--- src/rtl/multi_channel_adc_avg_if.sv ---
// Bus between the ADC pins / control side and the multi-channel ADC front end.
interface multi_channel_adc_avg_if #(
  parameter int ADC_WIDTH = 10,
  parameter int CH_NUM    = 2
);
  logic                                 en;
  logic [CH_NUM-1:0][ADC_WIDTH-1:0]     ad_data;
  logic [CH_NUM-1:0]                    ad_clk;
  logic [CH_NUM-1:0]                    ad_oe_n;
  logic [CH_NUM-1:0][ADC_WIDTH-1:0]     data_std;
  logic                                 data_valid;
  logic                                 ovr_clr;
  logic [CH_NUM-1:0]                    ovr_flag;

  modport master (
    output en, ad_data, ovr_clr,
    input  ad_clk, ad_oe_n, data_std, data_valid, ovr_flag
  );

  modport slave (
    input  en, ad_data, ovr_clr,
    output ad_clk, ad_oe_n, data_std, data_valid, ovr_flag
  );
endinterface

--- src/rtl/multi_channel_adc_avg.sv ---
// N-channel offset-binary ADC front end: raw capture, two's-complement conversion,
// block averaging over 2^AVG_LOG2 samples. Optional ADC_OVR_DETECT_EN builds sticky over-range flags.
module multi_channel_adc_avg_lane #(
  parameter int W = 10,
  parameter int L = 2
) (
  input  logic         clk_i,
  input  logic         rst_ni,
  input  logic         en_i,
  input  logic         first_i,
  input  logic         last_i,
  input  logic         ovr_clr_i,
  input  logic [W-1:0] code_i,
  output logic [W-1:0] std_o,
  output logic         ovr_o
);
  localparam int AW = W + L;

  logic        [W-1:0]  raw_q;
  logic signed [W-1:0]  std_s;
  logic signed [AW-1:0] std_x, acc_q, acc_base, sum, avg;
  logic        [W-1:0]  data_q;

  // Offset-binary to two's complement is just an MSB flip.
  assign std_s    = {~raw_q[W-1], raw_q[W-2:0]};
  assign std_x    = AW'(std_s);
  assign acc_base = first_i ? '0 : acc_q;
  assign sum      = acc_base + std_x;
  assign avg      = sum >>> L;
  assign std_o    = data_q;

  always_ff @(posedge clk_i or negedge rst_ni) begin
    if (!rst_ni) begin
      raw_q  <= '0;
      acc_q  <= '0;
      data_q <= '0;
    end else begin
      raw_q <= code_i;
      if (en_i) begin
        acc_q <= sum;
        if (last_i) data_q <= avg[W-1:0];
      end
    end
  end

`ifdef ADC_OVR_DETECT_EN
  logic ovr_q;
  logic ovr_hit;

  // A fresh hit outranks a clear landing on the same edge.
  assign ovr_hit = (&raw_q) | ~(|raw_q);
  assign ovr_o   = ovr_q;

  always_ff @(posedge clk_i or negedge rst_ni) begin
    if (!rst_ni) ovr_q <= 1'b0;
    else         ovr_q <= ovr_hit | (ovr_q & ~ovr_clr_i);
  end
`else
  logic unused_clr;
  assign unused_clr = ovr_clr_i;
  assign ovr_o      = 1'b0;
`endif
endmodule

module multi_channel_adc_avg #(
  parameter int ADC_WIDTH = 10,
  parameter int CH_NUM    = 2,
  parameter int AVG_LOG2  = 2
) (
  input  logic                   clk_sample,
  input  logic                   rst_n,
  multi_channel_adc_avg_if.slave bus
);
  localparam int PH_W = (AVG_LOG2 > 0) ? AVG_LOG2 : 1;

  logic [PH_W-1:0]                  phase_q, phase_d;
  logic                             first, last;
  logic                             valid_q;
  logic [CH_NUM-1:0][ADC_WIDTH-1:0] code, std;
  logic [CH_NUM-1:0]                ovr;

  assign first = (phase_q == '0);
  assign last  = (AVG_LOG2 == 0) || (phase_q == PH_W'((1 << AVG_LOG2) - 1));

  // Dropping en throws away any partial block and restarts at phase 0.
  always_comb begin
    phase_d = '0;
    if (bus.en && !last) phase_d = phase_q + PH_W'(1);
  end

  always_ff @(posedge clk_sample or negedge rst_n) begin
    if (!rst_n) begin
      phase_q <= '0;
      valid_q <= 1'b0;
    end else begin
      phase_q <= phase_d;
      valid_q <= bus.en & last;
    end
  end

  assign code = bus.ad_data;

  multi_channel_adc_avg_lane #(.W(ADC_WIDTH), .L(AVG_LOG2)) u_lane [CH_NUM-1:0] (
    .clk_i     (clk_sample),
    .rst_ni    (rst_n),
    .en_i      (bus.en),
    .first_i   (first),
    .last_i    (last),
    .ovr_clr_i (bus.ovr_clr),
    .code_i    (code),
    .std_o     (std),
    .ovr_o     (ovr)
  );

  // Converters latch on the falling edge so codes are settled at our rising edge.
  assign bus.ad_clk     = {CH_NUM{~clk_sample}};
  assign bus.ad_oe_n    = '0;
  assign bus.data_std   = std;
  assign bus.data_valid = valid_q;
  assign bus.ovr_flag   = ovr;
endmodule

--- src/flat_wrapper.sv ---
// flat-port wrapper written by rule: the top's interface ports become plain ports
module multi_channel_adc_avg_flat 
#(
  parameter int ADC_WIDTH = 10,
  parameter int CH_NUM    = 2,
  parameter int AVG_LOG2  = 2
)
  (clk_sample, rst_n, bus_en, bus_ad_data, bus_ovr_clr, bus_ad_clk, bus_ad_oe_n, bus_data_std, bus_data_valid, bus_ovr_flag);
  multi_channel_adc_avg_if #(.ADC_WIDTH(ADC_WIDTH), .CH_NUM(CH_NUM)) bus_i ();
  input  logic clk_sample;
  input  logic rst_n;
  input wire logic [$bits(bus_i.en)-1:0] bus_en;
  input wire logic [$bits(bus_i.ad_data)-1:0] bus_ad_data;
  input wire logic [$bits(bus_i.ovr_clr)-1:0] bus_ovr_clr;
  output wire logic [$bits(bus_i.ad_clk)-1:0] bus_ad_clk;
  output wire logic [$bits(bus_i.ad_oe_n)-1:0] bus_ad_oe_n;
  output wire logic [$bits(bus_i.data_std)-1:0] bus_data_std;
  output wire logic [$bits(bus_i.data_valid)-1:0] bus_data_valid;
  output wire logic [$bits(bus_i.ovr_flag)-1:0] bus_ovr_flag;
  assign bus_i.en = bus_en;
  assign bus_i.ad_data = bus_ad_data;
  assign bus_i.ovr_clr = bus_ovr_clr;
  assign bus_ad_clk = bus_i.ad_clk;
  assign bus_ad_oe_n = bus_i.ad_oe_n;
  assign bus_data_std = bus_i.data_std;
  assign bus_data_valid = bus_i.data_valid;
  assign bus_ovr_flag = bus_i.ovr_flag;
  multi_channel_adc_avg #(.ADC_WIDTH(ADC_WIDTH), .CH_NUM(CH_NUM), .AVG_LOG2(AVG_LOG2)) u_core (.clk_sample(clk_sample), .rst_n(rst_n), .bus(bus_i));
endmodule
--- config.mk ---
export PLATFORM = sky130hd
export DESIGN_NAME = multi_channel_adc_avg_flat
export DESIGN_NICKNAME = d
export VERILOG_FILES = /design/src/rtl/multi_channel_adc_avg_if.sv /design/src/rtl/multi_channel_adc_avg.sv /design/src/flat_wrapper.sv
export SDC_FILE = /design/constraint.sdc
export NUM_CORES = 1
export LEC_CHECK = 0
export ABC_AREA = 0
export BUFFER_PORTS_ARGS = -buffer_cell sky130_fd_sc_hd__buf_2
export CORE_UTILIZATION = 35
export CTS_CLUSTER_DIAMETER = 50
export DETAILED_ROUTE_END_ITERATION = 10
export GPL_TIMING_DRIVEN = 0
export HOLD_SLACK_MARGIN = 0.1
export SLEW_MARGIN = 0
export SYNTH_ARGS = -nofsm -noshare
export SYNTH_HDL_FRONTEND = slang
export SYNTH_SLANG_ARGS = --single-unit
--- constraint.sdc ---
create_clock -name clk_sample -period 3.7 [get_ports clk_sample]
set_clock_uncertainty 0.1 [all_clocks]
set_input_delay 0.37 -clock clk_sample [delete_from_list [all_inputs] [get_ports clk_sample]]
set_output_delay 0.37 -clock clk_sample [all_outputs]
set_load 0.005 [all_outputs]
==> results of run 1 <==
synthesized netlist by cell type (all sizes together) (2+ instances only):
master   number  area share
dfrtp        67        0.44
nand2        30       0.030
nor2b        26       0.043
a21oi        24       0.033
ha           24       0.079
nand3        20       0.026
mux2         18       0.053
buf          14       0.022
clkbuf       11       0.011
nand4        11       0.018
o21ai        11       0.015
o2111ai       9       0.021
xnor2         9       0.021
inv           8      0.0079
nor3          8       0.011
o211ai        8       0.016
a211oi        6       0.012
and2          6      0.0099
a2111o        4       0.012
a21o          4      0.0082
a31oi         4      0.0066
nor2          4      0.0039
o311a         4       0.011
o31ai         4      0.0079
or4           4      0.0079
and3          3      0.0049
o211a         3      0.0079
o21a          3      0.0059
fa            2       0.011
mux2i         2      0.0053
nand2b        2      0.0033
nand4b        2      0.0046
nor4b         2      0.0046
o2bb2ai       2      0.0046
o31a          2      0.0049
or3           2      0.0033
xor2          2      0.0046
cell type report:
cell class | instances | area [um^2] | share of cell area
inverter | 7 | 26.3 | 0.00571
buffer | 25 | 128 | 0.0278
sequential | 67 | 1680 | 0.365
clock inverter | 6 | 31.3 | 0.00680
timing repair buffer | 63 | 423 | 0.0920
multi-input combinational | 273 | 1990 | 0.432
tap | 136 | 170 | 0.0370
clock buffer | 14 | 155 | 0.0337
power by group through the flow:
| stage | Sequential [mW] | Clock [mW] | Combinational, mW |
|---|---|---|---|
| 4_1_cts | 1.10 | 0.612 | 1.27 |
| 3_5_place_dp | 1.11 | 0.0436 | 1.25 |
| 6_report | 1.09 | 0.596 | 1.27 |
| 2_1_floorplan | 1.09 | 0.0259 | 0.911 |
| 5_1_grt | 1.12 | 0.639 | 1.42 |
| 3_3_place_gp | 1.10 | 0.0436 | 1.22 |
metrics by stage:
step	std cells	setup slack (ns)	area, um^2	power [mW]
after floorplan	373	1.05	3820	2.03
after global placement	553	0.484	4210	2.36
after detailed placement	553	0.398	4220	2.40
after CTS	591	0.387	4600	2.98
after global routing	591	0.154	4600	3.18
final	591	0.411	4600	2.96
sequential cells by signal (all words and copies together), names as in the netlist:
register / flops
u_core.phase_q: 2
u_core.u_lane.raw_q: 20
u_core.u_lane.acc_q: 24
u_core.u_lane.std_o: 20
u_core.bus.data_valid: 1
worst max-delay path by stage:
stage                                            end              start
after CTS                 u_core.u_lane[1].acc_q[10]  u_core.phase_q[0]
after detailed placement  u_core.u_lane[1].acc_q[10]  u_core.phase_q[0]
after global routing      u_core.u_lane[1].acc_q[10]  u_core.phase_q[0]
after floorplan           u_core.u_lane[1].acc_q[10]  u_core.phase_q[0]
final                     u_core.u_lane[1].acc_q[10]  u_core.phase_q[0]
after global placement    u_core.u_lane[1].acc_q[10]  u_core.phase_q[0]
critical path, delay by kind of cell (launching register included):
| kind | cells | cell delay [ns] |
|---|---|---|
| AND/OR/NAND/NOR | 3 | 0.61 |
| buffers and inverters | 2 | 0.55 |
| AO/OA/AOI/OAI | 2 | 0.73 |
| adder cells (fa/ha/maj) | 2 | 0.80 |
| flip-flops | 1 | 0.40 |
cells by family after synthesis:
group | count (synthesis)
buf+inv | 33
simple gates | 122
flops | 67
other cells | 1
mux | 20
compound gates | 90
fa+ha+maj | 26
xor+xnor | 11
routing by layer:
| metal | share of wire | track usage | routed length [um] |
|---|---|---|---|
| met1 | 0.47 | 0.220 | 4190 |
| met2 | 0.45 | 0.257 | 3980 |
| met3 | 0.059 | 0.0258 | 526 |
| met4 | 0.024 | 0.0784 | 212 |
| met5 | 0 | 0 | 0 |
layout by cell type (no fill, tap or decap), types with 8 or more instances in the layout:
| master | Yosys | routed |
|---|---|---|
| a21oi_1 | 22 | 22 |
| buf_2 | 5 | 48 |
| clkbuf_1 | 10 | 12 |
| clkbuf_8 | 0 | 10 |
| dfrtp_1 | 67 | 67 |
| dlygate4sd3_1 | 0 | 21 |
| ha_1 | 24 | 24 |
| inv_1 | 8 | 9 |
| mux2_2 | 18 | 18 |
| nand2_1 | 30 | 30 |
| nand3_1 | 20 | 20 |
| nand4_1 | 11 | 11 |
| nor2b_1 | 26 | 26 |
| nor3_1 | 8 | 8 |
| o2111ai_1 | 9 | 9 |
| o211ai_1 | 8 | 8 |
| o21ai_0 | 10 | 10 |
| xnor2_1 | 9 | 9 |
==> summary.md, run 1 <==
| Metric | Value |
|---|---|
| Initial antenna violation count | `0` |
| R2R setup slack | `just over 0.4 ns` |
| Critical path capture point type | `flip-flop` |
| HPWL Detailed | `a little over 6000 um` |
| Max_cap viols | `0` |
| Compound-gate portion of the synthesized area | `0.171` |
| DR pass1 iterations | `5` |
| Die Ht | `106 um` |
| Post-CTS setup repair buffer count | `0` |
| CORE AREA | `roughly 10,000 um^2` |
| CTS tree | `built` |
| Cell Pwr Density | `approximately 640 nW/um^2` |
| Vias in the first global route | `2,967` |
| Min-Delay Path Depth | `2` |
| Via count | `between 3,000 and 4,000` |
| First-pass GRT wire length | `roughly 14,000 um` |
| Die area | `roughly 11,000 um^2` |
| Final Util | `0.439` |
| WHS | `0.377 ns` |
| Worst R2R Start | `u_core.phase_q[0]` |
| Cell count after synthesis | `between 300 and 400` |
| Sequential area share after synthesis | `0.440` |
| Sw Share | `0.373` |
| Crit-path max FO | `10` |
| FMAX | `~300 MHz` |
| Pin count of the biggest net entering global routing | `68` |
| Chip Width | `about 110 um` |
| Routed length per instance | `~15 um` |
| Starting density of the core | `0.364` |
| Hold Crit Start | `u_core.u_lane[0].acc_q[7]` |
| Post-synth EDFFs | `0` |
| Library cells used by synthesis | `50` |
| Tcrit/Tclk final | `0.889` |
| Nets | `500` |
| # diodes | `0` |
| Hold EP | `u_core.u_lane[0].acc_q[7]` |
| Max_slew headroom | `0.429` |
| Mux cell area share after synthesis | `0.0584` |
| Final WL | `8910 um` |
| Clock share of power | `0.201` |
| Worst r2r dst | `u_core.u_lane[1].acc_q[10]` |
| Total GRT Usage | `0.164` |
| Post-DRT Antenna Nets | `0` |
| Maximum buffer depth of the clock tree | `2` |
| Leak | `2.07 nW` |
| Worst-Skew Late Latency | `approximately 0.35 ns` |
| Number of buffers created by CTS | `9` |
| Psw | `between 1 and 1.5 mW` |
| Worst path cell trace | `inv_1 > ha_1 > clkbuf_1 > nor2b_1 > fa_1 > a211oi_1 > o21a_1 > nor3_1 > or3_1` |
| Max-slew violations | `0` |
| Status | `finished clean` |
| Fillers | `between 1,000 and 1,500` |
| Register share of total power | `0.369` |
| Post-Synth Simple-Gate Area | `0.174` |
| Grt ovf | `0` |
| Synth async-reset ratio | `1.00` |
| DR iter-0 viols | `236` |
| R2R depth | `9` |
| Startpoint Class | `flip-flop` |
| Critical Path RT | `3.84 ns` |
| Slowest CP cell | `fa_1` |
| Boundary Pins | `just over 50` |
| Synthesis-to-finish area growth | `20.7%` |
| Clk slew on worst S/H paths | `roughly 0.080 ns` |
| Vias per Instance | `5.33` |
| Layout cells sized above 1 | `0.209` |
| Dominant synthesized flop cell | `dfrtp_1` |
| RSZ-0062 raised after global routing | `false` |
| Slowest cell delay on critical path | `between 0.4 and 0.5 ns` |
| Largest family of logic cells by synthesized area | `simple AND/OR/NAND/NOR gates` |
| Clk root buf | `clkbuf_8` |
| Synth warn | `0` |
| WP data arrival | `3.43 ns` |
| #FFs+latches synth | `67` |
| Int Pwr | `between 1.5 and 2 mW` |
| Post-Synth Adder-Cell Area | `0.0893` |
| Final Hold Fails | `0` |
| Final Wtd Congestion | `0.819` |
| DRC errors left | `0` |
| Rows | `37` |
| Cell Area, Synth | `approximately 3800 um^2` |
| Post-CTS Resized | `0` |
| Xor and xnor area share after synthesis | `0.0253` |
| Worst-Margin Slew | `~0.86 ns` |
| Hold buffers post-CTS | `21` |
| Port bufs | `44` |
| Setup TNS | `0 ns` |
| Worst min path class | `flip-flop to flip-flop` |
| Combinational Power Share | `0.429` |
| H-tree lvl count | `3` |
| Final Critical Period | `roughly 3.3 ns` |
| Final setup vio count | `0` |
| Syn avg cell area | `slightly above 10 um^2` |
| Setup CP Type | `flip-flop to flip-flop` |
| Worst VDD drop | `389 uV` |
Power figures use the tool's default switching activity.
==> run 2, diff against run 1 <==
- BUFFER_PORTS_ARGS: -buffer_cell sky130_fd_sc_hd__buf_2 -> -buffer_cell sky130_fd_sc_hd__clkbuf_2
- TNS_END_PERCENT: unset -> 30
==> run 2 against run 1 <==
Effect of this change:
- sequential share of layout area fell by 0.60 points
- die area did not move
- final cell count rose by 0.17%
- setup slack improved by 0.030 ns
- register-to-register slack improved by 0.03 ns
- count of clock-buffer cells in the layout did not move
- worst hold slack got worse by 0.0049 ns
- power rose by 5.5%
==> summary.md, run 2 (synthesis results as in run 1) <==
| Metric | Value |
|---|---|
| Crit-path max FO | `10` |
| Clk slew on worst S/H paths | `~0.07 ns` |
| Startpoint Class | `flip-flop` |
| Critical path capture point type | `flip-flop` |
| FF/Latch Area | `around 1700 um^2` |
| Vias in the first global route | `2,969` |
| Hold Crit Start | `u_core.phase_q[0]` |
| R2R setup slack | `approximately 0.44 ns` |
| Final WL | `9000 um` |
| First-pass GRT wire length | `~15,000 um` |
| Routed length per instance | `approximately 15 um` |
| Die Ht | `approximately 110 um` |
| Worst min path class | `flip-flop to flip-flop` |
| Largest register FFs | `24` |
| Area after DPL | `approximately 4200 um^2` |
| Final Hold Fails | `0` |
| Tcrit/Tclk final | `0.881` |
| Max-slew violations | `0` |
| FMAX | `a little over 300 MHz` |
| WHS | `~0.37 ns` |
| Worst-Skew Late Latency | `roughly 0.36 ns` |
| Rows | `37` |
| CORE AREA | `10,500 um^2` |
| Min-Delay Path Depth | `1` |
| Area of the multi-input gates | `1990 um^2` |
| Final Wtd Congestion | `~0.82` |
| Cell Pwr Density | `roughly 670 nW/um^2` |
| Layout cells sized above 1 | `0.211` |
| DR iter-0 viols | `approximately 170` |
| Number of buffers created by CTS | `9` |
| Worst-Margin Slew | `about 0.84 ns` |
| Grt ovf | `0` |
| Pin count of the biggest net entering global routing | `between 40 and 50` |
| Worst VDD drop | `471 uV` |
| DRC errors left | `0` |
| Worst path cell trace | `inv_1 > ha_1 > clkbuf_1 > nor2b_1 > ha_1 > a21oi_1 > o211ai_1 > and3_1 > o31ai_1` |
| Setup CP Type | `flip-flop to flip-flop` |
| Critical Path RT | `roughly 3.9 ns` |
| Starting density of the core | `0.364` |
| HPWL Detailed | `between 6000 and 7000 um` |
| Die area | `~11,000 um^2` |
| Nets | `roughly 500` |
| Max_slew headroom | `0.443` |
| Chip Width | `roughly 110 um` |
| Leak | `around 2.1 nW` |
| Slowest CP cell | `clkbuf_1` |
| Maximum buffer depth of the clock tree | `2` |
| Initial antenna violation count | `0` |
| Vias per Instance | `between 5 and 6` |
| Total GRT Usage | `0.170` |
| Port bufs | `between 40 and 50` |
| Final Util | `0.447` |
| Hold EP | `u_core.phase_q[0]` |
| Setup TNS | `0 ns` |
| CTS tree | `built` |
| WP data arrival | `approximately 3.4 ns` |
| CP most frequent cell | `ha_1` |
| # diodes | `0` |
| Status | `finished clean` |
| R2R depth | `9` |
| Fillers | `1,065` |
| Commonest cells after routing, fill and taps aside | `dfrtp_1, clkbuf_2, nand2_1, nor2b_1, ha_1` |
| H-tree lvl count | `3` |
| Total Power | `between 3 and 4 mW` |
| Final setup vio count | `0` |
| Synthesis-to-finish area growth | `22.7%` |
| Commonest non-fill, non-tap cell in the layout | `dfrtp_1` |
| Max_cap viols | `0` |
| Slowest cell delay on critical path | `0.46 ns` |
| Boundary Pins | `51` |
| Post-route cell area | `4670 um^2` |
| Clk root buf | `clkbuf_8` |
| Post-CTS Resized | `0` |
| Final Critical Period | `approximately 3.3 ns` |
| DR pass1 iterations | `5` |
| Biggest register | `u_core.u_lane.acc_q` |
| RSZ-0062 raised after global routing | `false` |
| Post-DRT Antenna Nets | `0` |
| Worst r2r dst | `u_core.u_lane[1].std_o[5]` |
| Worst R2R Start | `u_core.phase_q[0]` |
| Via count | `about 3,100` |
run 2: cell count changes in the layout (fill, tap and decap cells not counted):
cell and delta:
buf_12 +1, buf_2 -43, buf_4 -1, bufinv_16 +1, clkbuf_1 -1, clkbuf_16 +2
clkbuf_2 +43, clkbuf_4 +1, clkbuf_8 -1, clkinv_1 +1, clkinv_2 -3, clkinvlp_2 +1
run 2: how the worst max path moves through the flow:
stage	slack [ns]	depth (start not counted)	to	start
6_report	0.44	9	u_core.u_lane[1].std_o[5]	u_core.phase_q[0]
5_1_grt	0.15	9	u_core.u_lane[1].std_o[5]	u_core.phase_q[0]
4_1_cts	0.44	9	u_core.u_lane[1].std_o[5]	u_core.phase_q[0]
3_5_place_dp	0.45	9	u_core.u_lane[1].acc_q[10]	u_core.phase_q[0]
3_3_place_gp	0.48	9	u_core.u_lane[1].acc_q[10]	u_core.phase_q[0]
2_1_floorplan	1.05	9	u_core.u_lane[1].acc_q[10]	u_core.phase_q[0]
run 2: through the flow:
stage               instances  setup WS, ns
floorplan                 373          1.05
global placement          553         0.480
detailed placement        554         0.453
CTS                       592         0.436
global route              592         0.152
finish                    592         0.441
run 2: final cells by class:
class | count | share of cell area
multi-input cells | 273 | 0.425
flip-flops and latches | 67 | 0.359
plain buffers | 25 | 0.0273
inverters | 7 | 0.00562
clock buffers | 14 | 0.0401
well taps | 136 | 0.0364
clock inverters | 6 | 0.0118
repair buffers | 64 | 0.0948
run 2: per-layer routing:
layer | vias to the layer above | share of wire | global-route usage | wire length (um)
li1 | 1528 | - | - | -
met1 | 1537 | 0.48 | 0.234 | 4350
met2 | 61 | 0.47 | 0.267 | 4210
met3 | 11 | 0.031 | 0.0258 | 281
met4 | 0 | 0.017 | 0.0704 | 155
met5 | - | 0 | 0 | 0
run 2: what timing repair did:
item | in CTS | in global routing
endpoints found under the hold margin | 46 | 0
hold buffers | 21 | 0
setup buffers | 0 | 0
run 2: where the power goes:
group	internal (mW)	leakage (nW)	switching, mW
combinational	0.592	1.16	0.692
clock	0.421	0.134	0.324
sequential	0.974	0.803	0.120
total	1.99	2.10	1.13
run 2: critical path: cells and delay by family, from the launching register on:
| family | cells | cell delay [ns] |
|---|---|---|
| fa+ha+maj | 2 | 0.65 |
| flops | 1 | 0.40 |
| simple gates | 2 | 0.43 |
| compound gates | 3 | 1.05 |
| buf+inv | 2 | 0.53 |
